## src/rtl/uart_loader_pkg.sv

```systemverilog
// Shared types and constants for the UART register loader.
// Optional feature macro: UART_LOADER_PARITY_EN (even parity bit per byte).
package uart_loader_pkg;

    localparam int ADDR_W = 3;
    localparam int DATA_W = 8;
    localparam logic [2:0] CMD_MARKER = 3'b101;

    typedef enum logic [2:0] {
        RX_IDLE,
        RX_START,
        RX_DATA,
        RX_PARITY,
        RX_STOP
    } rx_state_t;

    typedef enum logic {
        P_WAIT_CMD,
        P_WAIT_DATA
    } parse_state_t;

    function automatic logic is_cmd_byte(input logic [DATA_W-1:0] b);
        return b[7:5] == CMD_MARKER;
    endfunction

endpackage

```

## src/rtl/uart_rx_byte.sv

```systemverilog
// Byte receiver: start-bit qualification, 8 data bits LSB first, optional parity, stop check.
// Optional feature macro: UART_LOADER_PARITY_EN (expects an even parity bit before stop).
module uart_rx_byte
    import uart_loader_pkg::*;
#(
    parameter int CLKS_PER_BIT = 87
) (
    input  logic              clk,
    input  logic              rst_n,
    input  logic              i_rx_sync,
    output logic [DATA_W-1:0] o_byte,
    output logic              o_byte_valid,
    output logic              o_byte_err,
    output logic              o_rx_busy
);

    localparam int CNT_W = $clog2(CLKS_PER_BIT);
    localparam logic [CNT_W-1:0] HALF_M1 = CNT_W'(CLKS_PER_BIT / 2 - 1);
    localparam logic [CNT_W-1:0] FULL_M1 = CNT_W'(CLKS_PER_BIT - 1);

    rx_state_t          r_state, w_state_next;
    logic [CNT_W-1:0]   r_cnt, w_cnt_next;
    logic [2:0]         r_bit_idx, w_bit_idx_next;
    logic [DATA_W-1:0]  r_shift, w_shift_next;
    logic               r_rx_prev;
    logic               w_stop_ok;

`ifdef UART_LOADER_PARITY_EN
    logic r_par_err, w_par_err_next;
    assign w_stop_ok = i_rx_sync && !r_par_err;
`else
    assign w_stop_ok = i_rx_sync;
`endif

    always_ff @(posedge clk or negedge rst_n) begin
        if (!rst_n) begin
            r_state   <= RX_IDLE;
            r_cnt     <= '0;
            r_bit_idx <= '0;
            r_shift   <= '0;
            r_rx_prev <= 1'b1;
`ifdef UART_LOADER_PARITY_EN
            r_par_err <= 1'b0;
`endif
        end else begin
            r_state   <= w_state_next;
            r_cnt     <= w_cnt_next;
            r_bit_idx <= w_bit_idx_next;
            r_shift   <= w_shift_next;
            r_rx_prev <= i_rx_sync;
`ifdef UART_LOADER_PARITY_EN
            r_par_err <= w_par_err_next;
`endif
        end
    end

    always_comb begin
        w_state_next   = r_state;
        w_cnt_next     = r_cnt + 1'b1;
        w_bit_idx_next = r_bit_idx;
        w_shift_next   = r_shift;
        o_byte_valid   = 1'b0;
        o_byte_err     = 1'b0;
`ifdef UART_LOADER_PARITY_EN
        w_par_err_next = r_par_err;
`endif
        case (r_state)
            RX_IDLE: begin
                w_cnt_next = '0;
                if (!i_rx_sync && r_rx_prev) w_state_next = RX_START;
            end
            RX_START: begin
                // Mid-bit re-check rejects glitches shorter than half a bit.
                if (r_cnt == HALF_M1) begin
                    w_cnt_next     = '0;
                    w_bit_idx_next = '0;
                    w_state_next   = i_rx_sync ? RX_IDLE : RX_DATA;
                end
            end
            RX_DATA: begin
                if (r_cnt == FULL_M1) begin
                    w_cnt_next     = '0;
                    w_shift_next   = {i_rx_sync, r_shift[DATA_W-1:1]};
                    w_bit_idx_next = r_bit_idx + 1'b1;
                    if (r_bit_idx == 3'd7) begin
`ifdef UART_LOADER_PARITY_EN
                        w_state_next = RX_PARITY;
`else
                        w_state_next = RX_STOP;
`endif
                    end
                end
            end
`ifdef UART_LOADER_PARITY_EN
            RX_PARITY: begin
                if (r_cnt == FULL_M1) begin
                    w_cnt_next     = '0;
                    w_par_err_next = i_rx_sync != (^r_shift);
                    w_state_next   = RX_STOP;
                end
            end
`endif
            RX_STOP: begin
                if (r_cnt == FULL_M1) begin
                    w_cnt_next   = '0;
                    o_byte_valid = w_stop_ok;
                    o_byte_err   = !w_stop_ok;
                    w_state_next = RX_IDLE;
                end
            end
            default: begin
                w_cnt_next   = '0;
                w_state_next = RX_IDLE;
            end
        endcase
    end

    assign o_byte    = r_shift;
    assign o_rx_busy = (r_state != RX_IDLE);

endmodule

```

## src/rtl/uart_reg_loader.sv

```systemverilog
// UART command loader: {101xx aaa} command byte then data byte -> one register write pulse.
// Optional feature macro: UART_LOADER_PARITY_EN (even parity per byte, handled in uart_rx_byte).
module uart_reg_loader
    import uart_loader_pkg::*;
#(
    parameter int CLKS_PER_BIT = 87,
    parameter int TIMEOUT_BITS = 16
) (
    input  logic              clk,
    input  logic              rst_n,
    input  logic              rx,
    output logic              write_strobe,
    output logic [ADDR_W-1:0] address,
    output logic [DATA_W-1:0] data,
    output logic              frame_err,
    output logic              busy
);

    localparam int TO_CYCLES = TIMEOUT_BITS * CLKS_PER_BIT;
    localparam int TO_W      = $clog2(TO_CYCLES + 1);

    logic               r_rx_meta, r_rx_sync;
    logic [DATA_W-1:0]  w_byte;
    logic               w_byte_valid, w_byte_err, w_rx_busy;
    parse_state_t       r_state, w_state_next;
    logic [ADDR_W-1:0]  r_pend_addr, w_pend_addr_next;
    logic [ADDR_W-1:0]  r_address, w_address_next;
    logic [DATA_W-1:0]  r_data, w_data_next;
    logic               r_write_strobe, w_write_strobe_next;
    logic               r_frame_err, w_frame_err_next;
    logic [TO_W-1:0]    r_to_cnt;
    logic               w_timeout;

    always_ff @(posedge clk or negedge rst_n) begin
        if (!rst_n) begin
            r_rx_meta <= 1'b1;
            r_rx_sync <= 1'b1;
        end else begin
            r_rx_meta <= rx;
            r_rx_sync <= r_rx_meta;
        end
    end

    uart_rx_byte #(
        .CLKS_PER_BIT (CLKS_PER_BIT)
    ) u_rx (
        .clk          (clk),
        .rst_n        (rst_n),
        .i_rx_sync    (r_rx_sync),
        .o_byte       (w_byte),
        .o_byte_valid (w_byte_valid),
        .o_byte_err   (w_byte_err),
        .o_rx_busy    (w_rx_busy)
    );

    // Counts only idle cycles in WAIT_DATA; any start edge makes the receiver busy and clears it.
    always_ff @(posedge clk or negedge rst_n) begin
        if (!rst_n)                                   r_to_cnt <= '0;
        else if (r_state != P_WAIT_DATA || w_rx_busy) r_to_cnt <= '0;
        else                                          r_to_cnt <= r_to_cnt + 1'b1;
    end

    assign w_timeout = (r_state == P_WAIT_DATA) && !w_rx_busy && (r_to_cnt == TO_W'(TO_CYCLES - 1));

    always_ff @(posedge clk or negedge rst_n) begin
        if (!rst_n) begin
            r_state        <= P_WAIT_CMD;
            r_pend_addr    <= '0;
            r_address      <= '0;
            r_data         <= '0;
            r_write_strobe <= 1'b0;
            r_frame_err    <= 1'b0;
        end else begin
            r_state        <= w_state_next;
            r_pend_addr    <= w_pend_addr_next;
            r_address      <= w_address_next;
            r_data         <= w_data_next;
            r_write_strobe <= w_write_strobe_next;
            r_frame_err    <= w_frame_err_next;
        end
    end

    always_comb begin
        w_state_next        = r_state;
        w_pend_addr_next    = r_pend_addr;
        w_address_next      = r_address;
        w_data_next         = r_data;
        w_write_strobe_next = 1'b0;
        w_frame_err_next    = 1'b0;
        case (r_state)
            P_WAIT_CMD: begin
                if (w_byte_valid) begin
                    if (is_cmd_byte(w_byte)) begin
                        w_pend_addr_next = w_byte[ADDR_W-1:0];
                        w_state_next     = P_WAIT_DATA;
                    end else begin
                        w_frame_err_next = 1'b1;
                    end
                end else if (w_byte_err) begin
                    w_frame_err_next = 1'b1;
                end
            end
            P_WAIT_DATA: begin
                if (w_byte_valid) begin
                    w_write_strobe_next = 1'b1;
                    w_address_next      = r_pend_addr;
                    w_data_next         = w_byte;
                    w_state_next        = P_WAIT_CMD;
                end else if (w_byte_err || w_timeout) begin
                    w_frame_err_next = 1'b1;
                    w_state_next     = P_WAIT_CMD;
                end
            end
            default: w_state_next = P_WAIT_CMD;
        endcase
    end

    assign write_strobe = r_write_strobe;
    assign frame_err    = r_frame_err;
    assign address      = r_address;
    assign data         = r_data;
    assign busy         = w_rx_busy || (r_state == P_WAIT_DATA);

endmodule

```

## config.mk

```make
export PLATFORM = sky130hd
export DESIGN_NAME = uart_reg_loader
export DESIGN_NICKNAME = d
export VERILOG_FILES = /design/src/rtl/uart_loader_pkg.sv /design/src/rtl/uart_rx_byte.sv /design/src/rtl/uart_reg_loader.sv
export SDC_FILE = /design/constraint.sdc
export NUM_CORES = 1
export LEC_CHECK = 0
export ABC_AREA = 1
export ABC_CLOCK_PERIOD_IN_PS = 2400
export BUFFER_PORTS_ARGS = -buffer_cell sky130_fd_sc_hd__buf_2
export CORE_ASPECT_RATIO = 1.5
export CORE_MARGIN = 3
export CORE_UTILIZATION = 60
export CTS_BUF_LIST = sky130_fd_sc_hd__clkbuf_4
export DETAILED_ROUTE_END_ITERATION = 7
export GPL_ROUTABILITY_DRIVEN = 0
export GPL_TIMING_DRIVEN = 0
export PLACE_DENSITY = 0.78
export SETUP_SLACK_MARGIN = 0.1
export SLEW_MARGIN = 20
export SYNTH_ARGS = -nofsm -noshare
export SYNTH_HDL_FRONTEND = slang
export SYNTH_HIERARCHICAL = 1
export SYNTH_SLANG_ARGS = --single-unit
```

## constraint.sdc

```tcl
create_clock -name clk -period 2.4 [get_ports clk]
set_input_delay 0.12 -clock clk [delete_from_list [all_inputs] [get_ports clk]]
set_output_delay 0.12 -clock clk [all_outputs]
set_load 0.02 [all_outputs]
```

==> results of run 1 <==
==> repair_timing <==
| action | 4_1_cts | 5_1_grt |
|---|---|---|
| hold buffers | 2 | 0 |
| hold endpoints to repair | 50 | 0 |
| resized for setup | 0 | 0 |
==> state kept, by name, summed over array words and instances, names as in the netlist, 3 cells and up <==
| name | cells |
|---|---|
| r_to_cnt | 11 |
| u_rx/r_cnt | 7 |
| u_rx/r_state | 3 |
| r_pend_addr | 3 |
| data | 8 |
| address | 3 |
| u_rx/o_byte | 8 |
| u_rx/r_bit_idx | 3 |
==> power breakdown <==
part | switching, W | internal (W) | leakage [nW]
clock network | 0.000263 | 0.000218 | 0.0412
logic | 0.000341 | 0.000152 | 0.628
registers | 0.0000533 | 0.000927 | 0.711
total | 0.000657 | 0.00130 | 1.38
==> final cells by class <==
| class | instances | share of cell area [%] |
|---|---|---|
| buffer | 3 | 1.01 |
| clock buffer | 5 | 1.37 |
| clock inverter | 3 | 1.55 |
| inverter | 38 | 5.30 |
| multi-input combinational | 199 | 37.3 |
| sequential | 52 | 47.7 |
| tap | 45 | 2.06 |
| timing repair buffer | 18 | 3.75 |
==> worst max path at each step <==
stage | start | endpoint | slack (ps) | depth (start not counted)
final | u_rx/r_cnt[0] | data[3] | 460 | 10
after detailed placement | u_rx/r_cnt[0] | data[7] | 460 | 10
after global placement | u_rx/r_cnt[0] | data[3] | 480 | 10
after CTS | u_rx/r_cnt[0] | data[7] | 430 | 10
after global routing | u_rx/r_cnt[0] | data[7] | 180 | 10
after floorplan | u_rx/r_cnt[0] | address[0] | 700 | 10
==> cell usage in the layout (no fill, tap or decap), types with 4 or more instances in the layout <==
master / n
nor3_1: 5
o21ai_0: 4
dfrtp_1: 49
nor2_1: 38
inv_2: 5
o21ai_2: 4
a21oi_1: 7
ha_1: 5
clkbuf_4: 5
buf_2: 16
o21ai_1: 6
inv_1: 31
nand4_1: 6
nand3_1: 23
nand2_1: 79
==> kinds of logic (layout without fill, tap and decap cells) <==
kind of cell	count (synthesis)	after routing	synth area share, %
fa+ha+maj	5	5	2.50
simple gates	166	166	31.1
compound gates	24	24	5.86
xor+xnor	4	4	1.40
buf+inv	41	67	6.91
flops	52	52	52.2
==> metrics by stage <==
step | cell area (sq um) | std cells | power (W) | utilization [%]
6_report | 2740 | 363 | 0.00195 | 68.5
5_1_grt | 2740 | 363 | 0.00209 | 68.5
4_1_cts | 2740 | 363 | 0.00198 | 68.5
3_5_place_dp | 2640 | 353 | 0.00149 | 66.0
3_3_place_gp | 2640 | 353 | 0.00148 | 66.0
2_1_floorplan | 2500 | 292 | 0.00138 | -
==> worst reg2reg max path, stage by stage (launching register included) <==
cell     delay [ps]
dfrtp_1         450
inv_1            80
ha_1            240
nand3_4         100
nor2_4          140
nand2_1          90
nor2_1          190
nand2_1         200
buf_2           240
nand2_1          80
nand2_1          50
==> per-layer routing <==
metal | global-route usage (%) | share of wire, %
met4 | 9.69 | 2.6
met3 | 4.11 | 3.1
met5 | 0 | 0
met2 | 32.6 | 53
met1 | 20.9 | 42
==> impl_metrics.json, run 1 <==
{
  "multi_input_area_sq_um": 1020,
  "status": "finished, final reports clean",
  "start_util_pct": 62.6,
  "worstPathMaxFanout": 10,
  "critical_path_class": "reg -> reg",
  "numCtsBuffers": 5,
  "grt_usage_pct": 18.8,
  "clock_path_buffers": 2,
  "p_per_area_nw_per_um2": 714,
  "arrival_ps": 2200,
  "cts_root_buffer": "clkbuf_4",
  "grt_pass1_wl_um": 7250,
  "max_cap_viol_count": 0,
  "reg2reg_setup_slack_ps": 460,
  "finalSetupViolations": 0,
  "synth-main-ff-cell": "dfrtp_1",
  "vias": 1865,
  "routed_wl_um": 4120,
  "synth_area_sq_um": 2500,
  "dp_worst_setup_slack_ps": 455,
  "ys_warn_count": 6,
  "drc": 0,
  "syn-num-nets": 300,
  "synthTopCellsByArea": "dfrtp_1 49%, nand2_1 12%, nor2_1 5.7%",
  "tightestPinTransition_ps": 620,
  "avgSynthCellArea_sq_um": 8.56,
  "synth-edff-count": 0,
  "synth.cells.most_frequent": "79 x nand2_1, 49 x dfrtp_1, 38 x nor2_1, 31 x inv_1, 23 x nand3_1",
  "synth_top_area_share_pct": 49.1,
  "grt_pass1_vias": 1836,
  "start_kind": "register",
  "route.detailed.wl_per_inst_um": 11.4,
  "antenna_found_initial": 0,
  "regArea_sq_um": 1310,
  "setup_tns_ps": 0,
  "grt_start_max_net_pins": 53,
  "nets": 325,
  "worst-path-buf-inv": 2,
  "diodes": 0,
  "port_buffers": 16,
  "ys_types": 28,
  "drt-initial-drc-count": 72,
  "ir_worst_vdd_v": 0.000636,
  "cpMaxStageDelayCell": "dfrtp_1",
  "rsz0062_at_grt": "false",
  "place_hpwl_um": 3060,
  "cts_tree": "yes",
  "post_cts_buffers": 0,
  "hp-class": "in -> async",
  "crit_path_cell_trace": "inv_1, ha_1, nand3_4, nor2_4, nand2_1, nor2_1, nand2_1, buf_2, nand2_1, nand2_1",
  "fillers": 326,
  "final_antenna_net_count": 0,
  "cp-end-kind": "register",
  "synthCells": 292,
  "post-synth-top-count-cell": "nand2_1",
  "clock_sinks": 52,
  "die_w_um": 58.7,
  "hold_viol_final": 0,
  "syn_to_final_growth_pct": 9.56,
  "clk_latency_ps": 360,
  "path_clk_slew_ps": 150,
  "fin_ws_ps": 457,
  "async_flop_share_pct": 100,
  "rr_worst_depth": 10,
  "fin_crit_sh_pct": 80.9,
  "yosysTopAreaCell": "dfrtp_1",
  "cpPeakStageDelay_ps": 450,
  "globalRouteOverflowTotal": 0,
  "cp.required_ps": 2660,
  "whs_ps": 297,
  "core_sq_um": 3990,
  "placementRows": 28,
  "synth-seq-cells": 52,
  "cpMostUsedCell": "nand2_1",
  "drt-vias-per-instance": 5.14,
  "total_leakage_power_nw": 1.38,
  "r2r-end": "data[3]",
  "die_area_sq_um": 4990,
  "io_pins": 17,
  "max_freq_mhz": 515,
  "dr.pass1.iters": 4,
  "skew_ps": 13.9,
  "critPathTopFamily": "simple AND/OR/NAND/NOR gates",
  "yosysSeqAreaShare_pct": 52.2,
  "drv_slew": 0,
  "die_h_um": 85.0,
  "h-tree-depth": 2,
  "r2r-start": "u_rx/r_cnt[0]",
  "max_slew_margin_pct": 58.7,
  "drive_gt1_share_pct": 18.2,
  "final.min_clock_period_ps": 1940
}
No activity file was read; power rests on OpenSTA's default activity.
==> run 2, diff against run 1 <==
--- a/config.mk
+++ b/config.mk
@@ -5,8 +5,8 @@
 export SDC_FILE = /design/constraint.sdc
 export NUM_CORES = 1
 export LEC_CHECK = 0
-export ABC_AREA = 1
-export ABC_CLOCK_PERIOD_IN_PS = 2400
+export ABC_AREA = 0
+export ABC_CLOCK_PERIOD_IN_PS = 2000
 export BUFFER_PORTS_ARGS = -buffer_cell sky130_fd_sc_hd__buf_2
 export CORE_ASPECT_RATIO = 1.5
 export CORE_MARGIN = 3
@@ -15,7 +15,7 @@
 export DETAILED_ROUTE_END_ITERATION = 7
 export GPL_ROUTABILITY_DRIVEN = 0
 export GPL_TIMING_DRIVEN = 0
-export PLACE_DENSITY = 0.78
+export PLACE_DENSITY = 0.79
 export SETUP_SLACK_MARGIN = 0.1
 export SLEW_MARGIN = 20
 export SYNTH_ARGS = -nofsm -noshare
==> constraint.sdc (replaced) <==
create_clock -name clk -period 2 [get_ports clk]
set_input_delay 0.1 -clock clk [delete_from_list [all_inputs] [get_ports clk]]
set_output_delay 0.1 -clock clk [all_outputs]
set_load 0.02 [all_outputs]
==> impl_metrics.json, run 2 <==
{
  "largest_reg_flops": 11,
  "power_frac_seq_pct": 61.1,
  "die_area_sq_um": 4620,
  "final_cell_count_no_fill": 265,
  "die_h_um": 81.7,
  "io_pins": 17,
  "route.detailed.wl_per_inst_um": 16.1,
  "ys_warn_count": 6,
  "die_w_um": 56.5,
  "yosysSeqAreaShare_pct": 56.9,
  "final_area_sq_um": 2680,
  "clock_path_buffers": 2,
  "p_sw_w": 0.000543,
  "reg2reg_setup_slack_ps": 70,
  "drv_slew": 0,
  "async_flop_share_pct": 100,
  "tightestPinTransition_ps": 624,
  "diodes": 0,
  "syn_to_final_growth_pct": 16.6,
  "ys_types": 44,
  "synth_area_sq_um": 2290,
  "synth.cells.most_frequent": "49 x dfrtp_1, 22 x mux2_2, 16 x nor2_1, 8 x a21oi_1",
  "power.share.clock_pct": 25.8,
  "vias": 1556,
  "dpl-instance-area_sq_um": 2440,
  "fin_ws_ps": 66.2,
  "synthTopCellsByArea": "dfrtp_1 53%, mux2_2 11%, dfstp_2 3.4%",
  "fin_crit_sh_pct": 96.7,
  "rsz0062_at_grt": "true",
  "max_cap_viol_count": 0,
  "cts_root_buffer": "clkbuf_4",
  "power.share.switching_pct": 28.3,
  "clock_sinks": 52,
  "total_leakage_power_nw": 1.27,
  "p_comb_share_pct": 13.1,
  "skew_ps": 14.8,
  "fillers": 220,
  "final.min_clock_period_ps": 1930,
  "drive_gt1_share_pct": 37.2,
  "drc": 0,
  "dp_worst_setup_slack_ps": -171,
  "max_slew_margin_pct": 58.4,
  "clk_latency_ps": 380,
  "dr.pass1.iters": 4,
  "hold_viol_final": 0,
  "setup_tns_ps": 0,
  "cpMaxStageDelayCell": "or4_4",
  "final_common_cell": "dfrtp_1",
  "synth-seq-cells": 52,
  "critical_path_class": "reg -> reg",
  "p_per_area_nw_per_um2": 717,
  "finalSetupViolations": 0,
  "port_buffers": 16,
  "numPlacedInstances": 245,
  "drt-vias-per-instance": 5.87,
  "status": "finished, final reports clean",
  "synth_top_area_share_pct": 53.4,
  "place_hpwl_um": 2910,
  "cp-end-kind": "register",
  "nets": 230,
  "cpPeakStageDelay_ps": 530,
  "hp-class": "in -> async",
  "grt_pass1_wl_um": 7250,
  "start_kind": "register",
  "placementRows": 26,
  "yosysTopAreaCell": "dfrtp_1",
  "syn-num-nets": 195,
  "p_int_w": 0.00137,
  "path_clk_slew_ps": 160,
  "post-synth-top-count-cell": "dfrtp_1",
  "synth-edff-count": 0,
  "final_cell_mix": "49 x dfrtp_1, 19 x mux2_2, 15 x buf_2",
  "arrival_ps": 2220,
  "synthCells": 187,
  "max_freq_mhz": 517,
  "avgSynthCellArea_sq_um": 12.3,
  "cts_tree": "yes",
  "h-tree-depth": 2,
  "grt_start_max_net_pins": 53,
  "power_w": 0.00192,
  "ir_worst_vdd_v": 0.000773,
  "core_sq_um": 3550,
  "worstPathMaxFanout": 3,
  "drt-initial-drc-count": 71,
  "crit_path_cell_trace": "inv_2, ha_4, nand4b_1, or4_4, a21oi_4, mux2_4",
  "cp.required_ps": 2280,
  "top_register": "r_to_cnt",
  "final_antenna_net_count": 0,
  "antenna_found_initial": 0,
  "routed_wl_um": 4260,
  "start_util_pct": 64.7,
  "globalRouteOverflowTotal": 0,
  "grt_usage_pct": 20.4,
  "grt_pass1_vias": 1621,
  "numCtsBuffers": 5,
  "synth-main-ff-cell": "dfrtp_1"
}
-- run 2: metrics by stage --
stage          util, %  hold slack [ps]
3_5_place_dp      68.7              207
5_1_grt           75.5              299
3_3_place_gp      68.7              206
2_1_floorplan        -             -196
4_1_cts           73.6              344
6_report          75.5              259
-- run 2: final timing paths --
path,startpoint,endpoint,cells past startpoint
max reg2reg,u_rx/r_cnt[0],u_rx/r_bit_idx[2],6
min reg2reg,r_rx_meta,r_rx_sync,0
min in group clk,rx,r_rx_meta,2
max,u_rx/r_cnt[0],u_rx/r_bit_idx[2],6
min,rst_n,r_to_cnt[6],2
max in group asynchronous,rst_n,r_state,2
-- run 2: logic make-up (layout without fill, tap and decap cells) --
| kind of cell | after synthesis | after routing | synth area share (%) |
|---|---|---|---|
| muxes | 25 | 25 | 12.2 |
| adders and majority gates | 5 | 5 | 2.73 |
| xor gates and xnor gates | 8 | 8 | 3.05 |
| DFF | 52 | 52 | 56.9 |
| buffers and inverters | 11 | 47 | 1.96 |
| AOI/OAI and AO/OA | 24 | 24 | 6.98 |
| and+or+nand+nor | 62 | 62 | 16.2 |
-- run 2: timing repair --
| item | 4_1_cts | 5_1_grt |
|---|---|---|
| pin swaps | 3 | 5 |
| resized for setup | 10 | 19 |
| gates cloned | 0 | 1 |
| endpoints found under the hold margin | 50 | 0 |
| hold buffers | 2 | 0 |
| endpoints found under the setup margin | 16 | 31 |
| setup buffers | 7 | 2 |
-- run 2: layer usage --
metal	up-vias	share of wire, %	GRT usage [%]
met2	29	54	37.3
met4	0	1.9	7.84
met5	-	0	0
met3	10	2.9	4.25
li1	739	-	-
met1	778	41	23.3
-- run 2: worst max-delay path: cells and delay by family, from the launching register on --
kind                       cells  cell delay, ps
AOI/OAI and AO/OA              1             190
adders and majority gates      1             130
buffers and inverters          1              80
DFF                            1             430
muxes                          1             320
and+or+nand+nor                2             690
-- run 2: layout make-up --
cell class	instances	area, sq um	share of cell area [%]
clock inverter	3	25.0	0.935
sequential	52	1310	48.8
timing repair buffer	28	188	7.01
tap	42	52.6	1.96
multi-input combinational	124	1010	37.6
clock buffer	5	37.5	1.40
inverter	6	22.5	0.842
buffer	5	38.8	1.45
-- run 2: power by group through the flow --
stage          Combinational (W)  Sequential, W  Clock (W)
6_report                0.000251        0.00117   0.000495
3_5_place_dp            0.000199        0.00119          0
3_3_place_gp            0.000181        0.00118          0
2_1_floorplan           0.000141        0.00117          0
5_1_grt                 0.000290        0.00118   0.000553
4_1_cts                 0.000244        0.00117   0.000505
==> run 3, diff against run 2 <==
--- a/config.mk
+++ b/config.mk
@@ -14,7 +14,6 @@
 export CTS_BUF_LIST = sky130_fd_sc_hd__clkbuf_4
 export DETAILED_ROUTE_END_ITERATION = 7
 export GPL_ROUTABILITY_DRIVEN = 0
-export GPL_TIMING_DRIVEN = 0
 export PLACE_DENSITY = 0.79
 export SETUP_SLACK_MARGIN = 0.1
 export SLEW_MARGIN = 20
==> impl_metrics.json, run 3 (synthesized netlist as in run 2, its figures left out) <==
{
  "syn_to_final_growth_pct": 13.4,
  "fin_crit_sh_pct": 96.5,
  "finalSetupViolations": 0,
  "grt_start_max_net_pins": 28,
  "worstPathMaxFanout": 3,
  "cts_root_buffer": "clkbuf_4",
  "die_h_um": 81.7,
  "placementRows": 26,
  "p_per_area_nw_per_um2": 722,
  "largest_reg_flops": 11,
  "ir_worst_vdd_v": 0.000742,
  "final_cell_mix": "49 x dfrtp_1, 21 x mux2_2, 15 x nor2_1, 15 x buf_2, 11 x buf_4",
  "cts_tree": "yes",
  "core_sq_um": 3550,
  "start_kind": "register",
  "grt_pass1_vias": 1551,
  "drt-vias-per-instance": 5.83,
  "drc": 0,
  "start_util_pct": 64.7,
  "tightestPinTransition_ps": 597,
  "numCtsBuffers": 5,
  "route.detailed.wl_per_inst_um": 16.0,
  "power_w": 0.00188,
  "max_slew_margin_pct": 60.2,
  "max_freq_mhz": 518,
  "port_buffers": 16,
  "critPathTopFamily": "simple AND/OR/NAND/NOR gates",
  "final_common_cell": "dfrtp_1",
  "h-tree-depth": 2,
  "die_w_um": 56.5,
  "place_hpwl_um": 3010,
  "antenna_found_initial": 0,
  "vias": 1521,
  "dr.pass1.iters": 4,
  "nets": 226,
  "final_antenna_net_count": 0,
  "clock_path_buffers": 2,
  "arrival_ps": 2190,
  "rsz0062_at_grt": "true",
  "critical_path_class": "reg -> reg",
  "routed_wl_um": 4180,
  "cpPeakStageDelay_ps": 530,
  "drt-initial-drc-count": 82,
  "max_cap_viol_count": 0,
  "grt_usage_pct": 20.4,
  "clock_sinks": 52,
  "setup_tns_ps": 0,
  "diodes": 0,
  "status": "finished, final reports clean",
  "io_pins": 17,
  "hp-class": "in -> async",
  "cpMaxStageDelayCell": "or4_4",
  "cp-end-kind": "register",
  "clk_latency_ps": 370,
  "total_leakage_power_nw": 1.25,
  "worst-path-buf-inv": 1,
  "skew_ps": 17.9,
  "drv_slew": 0,
  "hold_viol_final": 0,
  "cp.required_ps": 2260,
  "crit_path_cell_trace": "inv_1, ha_2, nand4b_1, or4_4, a21oi_4, mux2_1",
  "die_area_sq_um": 4620,
  "final.min_clock_period_ps": 1930,
  "globalRouteOverflowTotal": 0,
  "fillers": 225,
  "path_clk_slew_ps": 140,
  "top_register": "r_to_cnt",
  "drive_gt1_share_pct": 33.8,
  "grt_pass1_wl_um": 7180
}
-- run 3: final timing paths --
check	startpoint	endpoint	slack [ps]	depth (start not counted)
worst max-delay path	u_rx/r_cnt[0]	u_rx/r_bit_idx[2]	70	6
worst min-delay path	rst_n	frame_err	250	2
worst max register to register	u_rx/r_cnt[0]	u_rx/r_bit_idx[2]	70	6
worst min register to register	r_rx_meta	r_rx_sync	370	0
max in group asynchronous	rst_n	r_rx_sync	1060	3
min in group clk	r_rx_meta	r_rx_sync	370	0
-- run 3: timing repair --
action	4_1_cts	5_1_grt
pin swaps	0	0
hold buffers	2	0
buffers inserted	2	2
gates resized for setup	1	6
hold endpoints to repair	26	0
setup endpoints to repair	5	9
-- run 3: stage by stage --
stage / cell area [sq um] / util, % / setup WS (ps) / hold WS (ps) / cells
after global placement: 2470 / 69.5 / 117 / 130 / 247
final: 2600 / 73.4 / 70.6 / 246 / 261
after floorplan: 2300 / - / 115 / -196 / 187
after global routing: 2600 / 73.4 / 2.59 / 263 / 261
after CTS: 2570 / 72.4 / 98.3 / 245 / 259
after detailed placement: 2470 / 69.5 / 67.5 / 139 / 247
-- run 3: metal layers --
| metal | up-vias | share of wire (%) | track usage (%) |
|---|---|---|---|
| met3 | 6 | 2.4 | 4.09 |
| met4 | 0 | 1.7 | 8.31 |
| met2 | 19 | 55 | 37.8 |
| li1 | 730 | - | - |
| met5 | - | 0 | 0 |
| met1 | 766 | 41 | 22.5 |
-- run 3: final cells by class --
type / instances / area, sq um / area share, %
Clock buffer: 6 / 45.0 / 1.73
Sequential cell: 52 / 1310 / 50.1
Multi-Input combinational cell: 124 / 972 / 37.4
Clock inverter: 2 / 16.3 / 0.625
Inverter: 6 / 22.5 / 0.865
Timing Repair Buffer: 29 / 189 / 7.26
Tap cell: 42 / 52.6 / 2.02
-- run 3: worst register-to-register path, cell delays in order (launching register included) --
cell      delay (ps)
dfrtp_1          400
inv_1             70
ha_2             170
nand4b_1         160
or4_4            530
a21oi_4          170
mux2_1           340
-- run 3: where the power goes --
part / total (W) / switching, W / internal, W
Clock: 0.000474 / 0.000321 / 0.000154
Sequential: 0.00117 / 0.0000587 / 0.00111
Combinational: 0.000238 / 0.000122 / 0.000117
